--- src/rtl/block_minmax_writer_pkg.sv ---
// -----------------------------------------------------------------------------
// block_minmax_writer_pkg
// Shared constants and types for the 4x4 block min/max writer.
//   Frame geometry : 320x240 pixels, raster order
//   Block geometry : 4x4 pixels -> 80 columns x 60 rows = 4800 blocks
//   Defaults       : PIX_W (pixel width), ADDR_W (block-memory address width)
//   state_t        : writer FSM state (IDLE / ACTIVE)
// -----------------------------------------------------------------------------
package block_minmax_writer_pkg;

   localparam int IMG_W    = 320;
   localparam int IMG_H    = 240;
   localparam int BLK      = 4;
   localparam int BLK_COLS = IMG_W / BLK;          // 80
   localparam int BLK_ROWS = IMG_H / BLK;          // 60
   localparam int NUM_BLK  = BLK_COLS * BLK_ROWS;  // 4800
   localparam int PIX_W    = 4;
   localparam int ADDR_W   = 13;

   // Counter widths derived from the geometry
   localparam int X_W  = $clog2(IMG_W);     // 9
   localparam int Y_W  = $clog2(IMG_H);     // 8
   localparam int BX_W = $clog2(BLK_COLS);  // 7
   localparam int BY_W = $clog2(BLK_ROWS);  // 6

   typedef enum logic {
      ST_IDLE   = 1'b0,
      ST_ACTIVE = 1'b1
   } state_t;

endpackage

--- src/rtl/block_minmax_writer_line_buf.sv ---
// -----------------------------------------------------------------------------
// minmax_line_buf
// One entry per block column, holding the running {max, min} of the block
// rows seen so far. Combinational read, synchronous write, no reset (the
// first pixel row of each block row overwrites whatever is stored).
//   clk            : clock
//   we             : write enable
//   wr_idx         : entry to write
//   wr_min/wr_max  : values written
//   rd_idx         : entry to read
//   rd_min/rd_max  : values read (combinational)
// -----------------------------------------------------------------------------
module minmax_line_buf #(
   parameter int PIX_W = 4,
   parameter int DEPTH = 80,
   parameter int IDX_W = 7
) (
   input  logic             clk,
   input  logic             we,
   input  logic [IDX_W-1:0] wr_idx,
   input  logic [PIX_W-1:0] wr_min,
   input  logic [PIX_W-1:0] wr_max,
   input  logic [IDX_W-1:0] rd_idx,
   output logic [PIX_W-1:0] rd_min,
   output logic [PIX_W-1:0] rd_max
);

   // Flattened view of all entries, {max, min} per entry
   logic [DEPTH-1:0][2*PIX_W-1:0] entry_bus;

   generate
      for (genvar gi = 0; gi < DEPTH; gi++) begin : g_entry
         logic [2*PIX_W-1:0] entry_reg;

         always_ff @(posedge clk) begin
            if (we && (wr_idx == IDX_W'(gi))) begin
               entry_reg <= {wr_max, wr_min};
            end
         end

         assign entry_bus[gi] = entry_reg;
      end
   endgenerate

   assign rd_min = entry_bus[rd_idx][PIX_W-1:0];
   assign rd_max = entry_bus[rd_idx][2*PIX_W-1:PIX_W];

endmodule

--- src/rtl/block_minmax_writer.sv ---
// -----------------------------------------------------------------------------
// block_minmax_writer
// Computes min and max of every 4x4 block of a 320x240 raster stream and
// writes them to a block memory, one write per completed block.
//   clk, rst_n          : clock, asynchronous active-low reset
//   pix_valid, pix_data : pixel stream (one pixel per clock max)
//   sof                 : start of frame, qualified by pix_valid
//   wea, addr_write     : write strobe and block index (by*80+bx)
//   din_max, din_min    : block max/min, held between writes
//   frame_done          : pulses with the write of the last block
//   frame_err           : pulses the cycle after a mid-frame sof
//   busy                : frame in progress
// -----------------------------------------------------------------------------
module block_minmax_writer #(
   parameter int PIX_W  = block_minmax_writer_pkg::PIX_W,
   parameter int ADDR_W = block_minmax_writer_pkg::ADDR_W
) (
   input  logic              clk,
   input  logic              rst_n,
   input  logic              pix_valid,
   input  logic [PIX_W-1:0]  pix_data,
   input  logic              sof,
   output logic              wea,
   output logic [ADDR_W-1:0] addr_write,
   output logic [PIX_W-1:0]  din_max,
   output logic [PIX_W-1:0]  din_min,
   output logic              frame_done,
   output logic              frame_err,
   output logic              busy
);

   import block_minmax_writer_pkg::*;

   function automatic logic [PIX_W-1:0] pmin(input logic [PIX_W-1:0] a, input logic [PIX_W-1:0] b);
      return (a < b) ? a : b;
   endfunction

   function automatic logic [PIX_W-1:0] pmax(input logic [PIX_W-1:0] a, input logic [PIX_W-1:0] b);
      return (a > b) ? a : b;
   endfunction

   state_t             state_reg;
   logic [X_W-1:0]     x_reg;
   logic [Y_W-1:0]     y_reg;
   logic [PIX_W-1:0]   hmin_reg, hmax_reg;
   logic               wea_reg, frame_done_reg, frame_err_reg, busy_reg;
   logic [ADDR_W-1:0]  addr_reg;
   logic [PIX_W-1:0]   dmin_reg, dmax_reg;

   // Current pixel position; an sof pixel is always (0,0), even mid-frame
   logic               take;
   logic [X_W-1:0]     x_cur;
   logic [Y_W-1:0]     y_cur;
   logic [BX_W-1:0]    bx;
   logic [BY_W-1:0]    by;
   logic               col_last, row_last, px_last;
   logic [PIX_W-1:0]   hmin_next, hmax_next;
   logic [PIX_W-1:0]   vmin_next, vmax_next;
   logic [PIX_W-1:0]   lb_min, lb_max;
   logic [ADDR_W-1:0]  addr_next;

   assign take     = pix_valid && (sof || (state_reg == ST_ACTIVE));
   assign x_cur    = sof ? '0 : x_reg;
   assign y_cur    = sof ? '0 : y_reg;
   assign bx       = x_cur[X_W-1:2];
   assign by       = y_cur[Y_W-1:2];
   assign col_last = (x_cur[1:0] == 2'(BLK-1));
   assign row_last = (y_cur[1:0] == 2'(BLK-1));
   assign px_last  = (x_cur == X_W'(IMG_W-1)) && (y_cur == Y_W'(IMG_H-1));

   // Horizontal 4-pixel run: restart at the left pixel of each block
   assign hmin_next = (x_cur[1:0] == 2'd0) ? pix_data : pmin(hmin_reg, pix_data);
   assign hmax_next = (x_cur[1:0] == 2'd0) ? pix_data : pmax(hmax_reg, pix_data);

   // Vertical merge: the top row of a block row overwrites stale entries
   assign vmin_next = (y_cur[1:0] == 2'd0) ? hmin_next : pmin(lb_min, hmin_next);
   assign vmax_next = (y_cur[1:0] == 2'd0) ? hmax_next : pmax(lb_max, hmax_next);

   // by*80 + bx as two shifts and adds
   assign addr_next = (ADDR_W'(by) << 6) + (ADDR_W'(by) << 4) + ADDR_W'(bx);

   minmax_line_buf #(
      .PIX_W (PIX_W),
      .DEPTH (BLK_COLS),
      .IDX_W (BX_W)
   ) u_line_buf (
      .clk    (clk),
      .we     (take && col_last),
      .wr_idx (bx),
      .wr_min (vmin_next),
      .wr_max (vmax_next),
      .rd_idx (bx),
      .rd_min (lb_min),
      .rd_max (lb_max)
   );

   always_ff @(posedge clk or negedge rst_n) begin
      if (!rst_n) begin
         state_reg      <= ST_IDLE;
         x_reg          <= '0;
         y_reg          <= '0;
         hmin_reg       <= '0;
         hmax_reg       <= '0;
         wea_reg        <= 1'b0;
         frame_done_reg <= 1'b0;
         frame_err_reg  <= 1'b0;
         busy_reg       <= 1'b0;
         addr_reg       <= '0;
         dmin_reg       <= '0;
         dmax_reg       <= '0;
      end else begin
         wea_reg        <= 1'b0;
         frame_done_reg <= 1'b0;
         frame_err_reg  <= pix_valid && sof && (state_reg == ST_ACTIVE);

         if (take) begin
            hmin_reg <= hmin_next;
            hmax_reg <= hmax_next;

            if (px_last) begin
               state_reg <= ST_IDLE;
               busy_reg  <= 1'b0;
               x_reg     <= '0;
               y_reg     <= '0;
            end else begin
               state_reg <= ST_ACTIVE;
               busy_reg  <= 1'b1;
               if (x_cur == X_W'(IMG_W-1)) begin
                  x_reg <= '0;
                  y_reg <= y_cur + Y_W'(1);
               end else begin
                  x_reg <= x_cur + X_W'(1);
                  y_reg <= y_cur;
               end
            end

            if (col_last && row_last) begin
               wea_reg        <= 1'b1;
               addr_reg       <= addr_next;
               dmin_reg       <= vmin_next;
               dmax_reg       <= vmax_next;
               frame_done_reg <= (addr_next == ADDR_W'(NUM_BLK-1));
            end
         end
      end
   end

   assign wea        = wea_reg;
   assign addr_write = addr_reg;
   assign din_min    = dmin_reg;
   assign din_max    = dmax_reg;
   assign frame_done = frame_done_reg;
   assign frame_err  = frame_err_reg;
   assign busy       = busy_reg;

endmodule

--- config.mk ---
export PLATFORM = sky130hd
export DESIGN_NAME = block_minmax_writer
export DESIGN_NICKNAME = d
export VERILOG_FILES = /design/src/rtl/block_minmax_writer_pkg.sv /design/src/rtl/block_minmax_writer_line_buf.sv /design/src/rtl/block_minmax_writer.sv
export SDC_FILE = /design/constraint.sdc
export NUM_CORES = 1
export LEC_CHECK = 0
export ABC_AREA = 1
export CAP_MARGIN = 25
export CORE_ASPECT_RATIO = 1.1
export CORE_MARGIN = 2
export CORE_UTILIZATION = 56
export DETAILED_ROUTE_END_ITERATION = 10
export MAX_ROUTING_LAYER = met4
export PLACE_DENSITY = 0.79
export SLEW_MARGIN = 30
export SYNTH_ARGS = -nofsm -noshare
export SYNTH_HDL_FRONTEND = slang
export SYNTH_SLANG_ARGS = --single-unit
--- constraint.sdc ---
create_clock -name clk -period 4 [get_ports clk]
set_input_delay 0.4 -clock clk [delete_from_list [all_inputs] [get_ports clk]]
set_output_delay 0.4 -clock clk [all_outputs]
set_load 0.01 [all_outputs]
* Yosys cells after proc, flatten, opt, wreduce, memory -nomap -nowiden
Index checks and enable logic that the tools add are counted.
** Storage, ports and cells
- Register bits after elaboration :: 690
- Input bits :: 8
- Output and inout bits :: 25
- Logic and storage cells :: 296
** Operators by class
- Add/subtract/negate cells :: 4
- Magnitude comparators :: 5
- Equal/unequal tests :: 84
- Multiplexer cells :: 21
- Reduce and logical (&&, ||, !) cells :: 91
** Operators by type and width (number)
- 7-bit by 6-bit equality test with 1-bit output (second input constant) :: 32
- 7-bit by 5-bit equality test with 1-bit output (second input constant) :: 16
- 7-bit equality test (second input constant) :: 16
- 1-bit logical AND :: 86
- 8-bit binary-select mux with 7-bit select :: 1
- 7-bit by 4-bit equality test with 1-bit output (second input constant) :: 8
- 4-bit two-way mux :: 8
- 8-bit two-way mux :: 4
- 7-bit by 3-bit equality test with 1-bit output (second input constant) :: 4
- 9-bit two-way mux :: 3
- 7-bit by 2-bit equality test with 1-bit output (second input constant) :: 2
- 12-bit by 10-bit adder with 13-bit output :: 1
- 13-bit by 7-bit adder with 13-bit output :: 1
- 13-bit equality test (second input constant) :: 1
- 9-bit by 1-bit adder with 9-bit output (second input constant) :: 1
- 9-bit equality test (second input constant) :: 1
- 8-bit by 1-bit adder with 8-bit output (second input constant) :: 1
- 8-bit equality test (second input constant) :: 1
- 4-bit greater-than comparator :: 2
- 4-bit less-than comparator :: 2
- 7-bit by 8-bit less-than comparator with 1-bit output (second input constant) :: 1
- 7-bit by 1-bit equality test with 1-bit output (second input constant) :: 1
- 7-bit zero test :: 1
- 1-bit two-way mux :: 5
- other kinds (4) :: 6

* Longest topological paths before layout
- Depth after elaboration :: 6
- Depth in mapped cells :: 24

* Modules after synthesis
A second synthesis with hierarchy kept.
** Unflattened totals
- Cells, all modules :: 2813
- Area, all modules :: 30121.4 um^2
** Modules (own cells, without submodules)
- minmax_line_buf :: times used 1, cells each 2408, area an instance 26877.0 um^2, sequential area each 19218.4 um^2
- block_minmax_writer :: times used 1, cells each 405, area an instance 3244.4 um^2, sequential area each 1251.2 um^2

* Worst setup path after synthesis
OpenSTA, ideal clock, no wires.
- Path kind :: in2reg
- Start :: input sof
- End :: register u_line_buf.g_entry[0].entry_reg[6] (data pin)
- Setup time :: 437 ps
- Arrival :: 3704 ps
- Data required time :: 3563 ps
- Setup slack :: -141 ps
- Stages on the path :: 18
- Path buffers :: 4
- Path through :: inv_2 nand2_4 buf_6 nand2_4 buf_8 buf_6 buf_2 o22ai_1 o21ai_0 nand3_1 nand3b_1 nand2_1 ha_1 a21oi_1 o21ai_0 nand3_1 inv_1 o21ai_2
** Between the ends
- Longest elaborated chain between the ends :: 6
- Elaborated cells on any way between the ends :: 10
** Ends and longest elaborated chain
- from (decl) :: RTL line block_minmax_writer.sv:22 : input logic sof,
- 9-bit two-way mux :: RTL line block_minmax_writer.sv:63 : assign x_cur = sof ? '0 : x_reg;
- 8-bit binary-select mux with 7-bit select or 2-bit zero test (tied branches) :: RTL line block_minmax_writer_line_buf.sv:46, block_minmax_writer.sv:73
- 8-bit two-way mux or 4-bit two-way mux (tied branches)
- 4-bit greater-than comparator :: RTL line block_minmax_writer.sv:39 : return (a > b) ? a : b;
- 4-bit two-way mux :: RTL line block_minmax_writer.sv:39
- 4-bit two-way mux * :: RTL line block_minmax_writer.sv:77 : assign vmax_next = (y_cur[1:0] == 2'd0) ? hmax_next : pmax(lb_max, hmax_next);
- named net u_line_buf.wr_max[2] :: RTL line block_minmax_writer_line_buf.sv:22 : input logic [PIX_W-1:0] wr_max,
- to (signal assigned) :: RTL line block_minmax_writer_line_buf.sv:37 : entry_reg <= {wr_max, wr_min};
- to (decl) :: RTL line block_minmax_writer_line_buf.sv:33 : logic [2*PIX_W-1:0] entry_reg;
Mark *: on every way through the listed nets, which the timed path passes. The rest lies on a longest branch. The select of a mux whose other input is x is not followed.
A chain may end at the register's enable or synchronous reset.

* Worst setup path in the final report
- Start :: register x_reg[3]
- End :: register u_line_buf.g_entry[13].entry_reg[2] (data pin)
** Between the ends
- Longest elaborated chain between the ends :: 6
** Ends and longest elaborated chain
- from (decl) :: RTL line block_minmax_writer.sv:43 : logic [X_W-1:0] x_reg;
- from (signal assigned) :: RTL line block_minmax_writer.sv:132 : x_reg <= x_cur + X_W'(1);
- 9-bit two-way mux * :: RTL line block_minmax_writer.sv:63
- 8-bit binary-select mux with 7-bit select * :: RTL line block_minmax_writer_line_buf.sv:45 : assign rd_min = entry_bus[rd_idx][PIX_W-1:0];
- 8-bit two-way mux (implied by the code) * :: RTL line block_minmax_writer_line_buf.sv:45
- 4-bit less-than comparator :: RTL line block_minmax_writer.sv:35 : return (a < b) ? a : b;
- 4-bit two-way mux * :: RTL line block_minmax_writer.sv:35
- 4-bit two-way mux * :: RTL line block_minmax_writer.sv:76 : assign vmin_next = (y_cur[1:0] == 2'd0) ? hmin_next : pmin(lb_min, hmin_next);
- named net u_line_buf.wr_min[2] :: RTL line block_minmax_writer_line_buf.sv:21 : input logic [PIX_W-1:0] wr_min,
- to (signal assigned) :: RTL line block_minmax_writer_line_buf.sv:37
- to (decl) :: RTL line block_minmax_writer_line_buf.sv:33
Marked as above.

==> reports/summary.txt <==
iteration count of the initial detailed-routing pass: 6
Crit Path Max Fanout: 52
class of the tightest hold or removal check: input pin to flop
initial antenna violation count: 0
Critical Path Most Common Cell: nand2_1
CP max-delay cell: dfrtp_2
Syn. warnings: 0
cell at the root of the clock tree: clkbuf_16
share of synthesized area occupied by flip-flops and latches: 0.7523
io pins: 33
CP bufs+invs: 5
Final TNS setup: 0 ns
data arrival at the endpoint of the critical path: 4.24 ns
startpoint type of the worst setup path: flop
kind of end point of the critical path: flop
final cell utilization of the core: 0.6775
Synth area leaders: edfxtp_1 (71%), o22ai_1 (6.0%), dfrtp_1 (4.6%)
cell-by-cell listing of the critical path: nand2_4 > nand2_4 > buf_12 > inv_2 > buf_4 > a22oi_1 > a21oi_1 > nor3_1 > nand2_1 > nand2_1 > nand2_1 > nand3_1 > o21ai_1 > ha_1 > nand2_1 > nand3_1 > inv_1 > nand2_1 > nand2_1 > and2_2 > buf_12
worst-case hold path end point: frame_err
setup repair after global routing missed its margin: no
share of post-route cells with drive strength above 1: 0.1921
clock input transition at the sequential cells of the worst setup and hold paths: 0.06 ns
biggest area consumer among synthesized cells: edfxtp_1
area added between synthesis and finish: 19.33%
critical hold path startpoint: pix_valid
worst flop-to-flop path startpoint: x_reg[3]
count of nets after finishing: 2,268
Ant. Diodes: 0
Final Setup Violations: 0
CTS Buf Count: 61
register-to-register path setup slack: 0.18 ns
routed via count: 18,640
worst clock skew: 0.03452 ns
count of cells along the worst register-to-register path: 21
CP top delay family: simple AND/OR/NAND/NOR gates
Rel. slew slack: 0.5257
total die area: 0.05037 mm2
via/cell ratio: 6.372
overall global routing resource usage: 0.3043
worst r2r dst: u_line_buf.g_entry[13].entry_reg[2]
fmax: 0.2618 GHz
final hold violations: 0
Worst IR Drop VDD: 0.0003648 V
number of global-route vias before repair: 18,340
standby leakage power: 0.01145 uW
Slew Limit Fails: 0
pin count of the biggest net entering global routing: 65
ratio of total power to cell area: 486.2 mW/mm2
total of flip-flops plus latches after synthesis: 690
number of port buffers: 32
Routed Wire Length: 75.22 mm
critical path's largest stage delay: 0.47 ns
Crit Path Category: flop to flop
net count after synthesis: 1,987
count of cells along the worst hold path: 3
final worst-path cycle share: 0.9551
area share of the largest cell type after synthesis: 0.7063
width of the die: 214.2 um
Post-Synthesis Cell Area: 0.02721 mm2
global-route wire length before repair: 111.8 mm
number of cells produced by synthesis: 1,948
Worst-Margin Slew: 0.7114 ns
outcome: finished, final reports clean
DRC violation total after the first TritonRoute iteration: 2,752
Max-Cap Viols: 0
CTS Sinks: 690
y dimension of the die: 235.2 um
Stages on worst setup path: 21
final instance area: 0.03247 mm2
TritonCTS clock tree: built
Worst EP required: 4.42 ns
number of distinct standard cells referenced by the synthesized netlist: 43
time the final worst path needs with I/O delays and setup: 3.820 ns
post-route ant nets: 0
Routability Congestion: 0.9335
Starting Density: 0.5677
number of flip-flops in the largest register: 640
gr ovfl total: 0
Longest Clk Path Bufs: 3
insertion delay to the later sink of the worst-skew pair: 0.64 ns
per-cell routed wire length: 25.72 um
setup slack at placement: -0.3931 ns
Core ar.: 0.04793 mm2
Cell Area, Placed: 0.03039 mm2
DP HPWL: 48.08 mm
Avg Inst Size Synth: 13.97 um2
# rows: 84
Total Power: 15,790 uW
H-tree level count: 2
setup ws final: 0.1797 ns
DRC violation count after routing: 0
==> layer usage <==
metal | track usage | vias to the layer above | wire, um
met1 | 0.3859 | 9091 | 27150
met5 | - | - | 0
li1 | - | 7981 | -
met4 | 0.1570 | 0 | 4213
met3 | 0.04974 | 289 | 7627
met2 | 0.4786 | 1276 | 36220
==> power by group <==
group	leakage, uW	internal [uW]	switching [uW]
Sequential	0.00642	8360	25.6
Clock	0.000970	3270	2570
Combinational	0.00406	513	1040
==> cell type report <==
cell class | count | area (um2)
inverters | 73 | 281.5
flip-flops and latches | 690 | 20470
clock buffers | 71 | 1574
multi-input cells | 1079 | 5907
fillers | 3142 | 15460
repair buffers | 324 | 3018
well taps | 645 | 807.0
clock inverters | 43 | 409.1
==> repair_timing <==
item,in CTS,in global routing
buffers inserted,0,1
hold buffers,1,0
endpoints found under the hold margin,50,0
gates resized for setup,0,15
setup endpoints to repair,0,562
==> synthesized netlist by cell type <==
master and count:
edfxtp_1 640, o22ai_1 263, nand2_1 259, o21ai_0 127, nor2_1 114, nand3_1 81, inv_1 62, dfrtp_1 50
buf_2 49, o21ai_1 42, a22oi_1 38, ha_1 30, nand4_1 26, a21oi_1 25, clkbuf_1 25, buf_4 15
inv_2 11, xor2_1 11, buf_6 10, nor3_1 9, nor2_2 7, nor2_4 7, and2_1 5, a21boi_1 4
nand3b_1 4, o21a_1 4, xnor2_1 4, buf_1 3, buf_8 3, nand2_2 3, nand2_4 3, o221ai_1 2
o22a_1 2, a211oi_1 1, a21boi_0 1, a31oi_1 1, a41oi_1 1, and2_4 1, clkbuf_2 1, fa_1 1
o211ai_2 1, o21ai_2 1, o21bai_1 1
==> cell usage in the layout, fill, tap and decap left out, types with 3 or more instances in the layout <==
| cell type | netlist | routed |
|---|---|---|
| and2_2 | 0 | 4 |
| o21a_1 | 4 | 3 |
| clkinv_1 | 0 | 11 |
| nand4_1 | 26 | 26 |
| nand2_4 | 3 | 4 |
| o22ai_1 | 263 | 263 |
| o21ai_1 | 42 | 42 |
| edfxtp_1 | 640 | 640 |
| nor3_1 | 9 | 9 |
| inv_2 | 11 | 9 |
| nand3_1 | 81 | 81 |
| clkinv_2 | 0 | 15 |
| nand2_2 | 3 | 3 |
| xor2_1 | 11 | 11 |
| clkbuf_1 | 25 | 9 |
| nand2_1 | 259 | 257 |
| inv_4 | 0 | 3 |
| a21boi_1 | 4 | 4 |
| nor2_4 | 7 | 7 |
| a22oi_1 | 38 | 36 |
| bufinv_16 | 0 | 7 |
| buf_4 | 15 | 250 |
| inv_1 | 62 | 61 |
| clkinv_4 | 0 | 4 |
| nand3b_1 | 4 | 4 |
| dfrtp_1 | 50 | 48 |
| clkbuf_16 | 0 | 62 |
| clkinvlp_4 | 0 | 4 |
| nor2_1 | 114 | 111 |
| xnor2_1 | 4 | 4 |
| clkdlybuf4s50_1 | 0 | 31 |
| buf_12 | 0 | 37 |
| ha_1 | 30 | 30 |
| nor2_2 | 7 | 10 |
| o21ai_0 | 127 | 125 |
| a21oi_1 | 25 | 24 |
==> kinds of logic (layout without fill, tap and decap cells) <==
family / after synthesis / in the layout / share of synthesized area
DFF: 690 / 690 / 0.7523
xor gates and xnor gates: 15 / 15 / 0.004828
AOI/OAI and AO/OA: 514 / 514 / 0.1123
adders and majority gates: 31 / 31 / 0.01453
and+or+nand+nor: 519 / 519 / 0.08300
buffers and inverters: 179 / 511 / 0.03306
==> worst register-to-register path: stages (launching register included) <==
cell and delay [ns]:
dfrtp_2 0.47, nand2_4 0.11, nand2_4 0.14, buf_12 0.23
inv_2 0.11, buf_4 0.17, a22oi_1 0.14, a21oi_1 0.12
nor3_1 0.26, nand2_1 0.11, nand2_1 0.07, nand2_1 0.06
nand3_1 0.16, o21ai_1 0.12, ha_1 0.31, nand2_1 0.07
nand3_1 0.08, inv_1 0.15, nand2_1 0.12, nand2_1 0.10
and2_2 0.22, buf_12 0.23
==> metrics by stage <==
step | hold WS (ns) | cells
finish | 0.4182 | 2925
global route | 0.4302 | 2925
CTS | 0.4056 | 2923
detailed placement | 0.4683 | 2808
global placement | 0.4612 | 2808
floorplan | 0.1044 | 1948
==> worst max path at each step <==
stage	slack, ns	start	to
after floorplan	-0.14	sof	u_line_buf.g_entry[0].entry_reg[6]
after global placement	-0.39	sof	u_line_buf.g_entry[14].entry_reg[7]
after detailed placement	-0.39	sof	u_line_buf.g_entry[13].entry_reg[7]
after CTS	0.04	x_reg[2]	u_line_buf.g_entry[14].entry_reg[7]
after global routing	0.007	x_reg[2]	u_line_buf.g_entry[14].entry_reg[7]
final	0.18	x_reg[3]	u_line_buf.g_entry[13].entry_reg[2]
No activity file was read; power rests on OpenSTA's default activity.
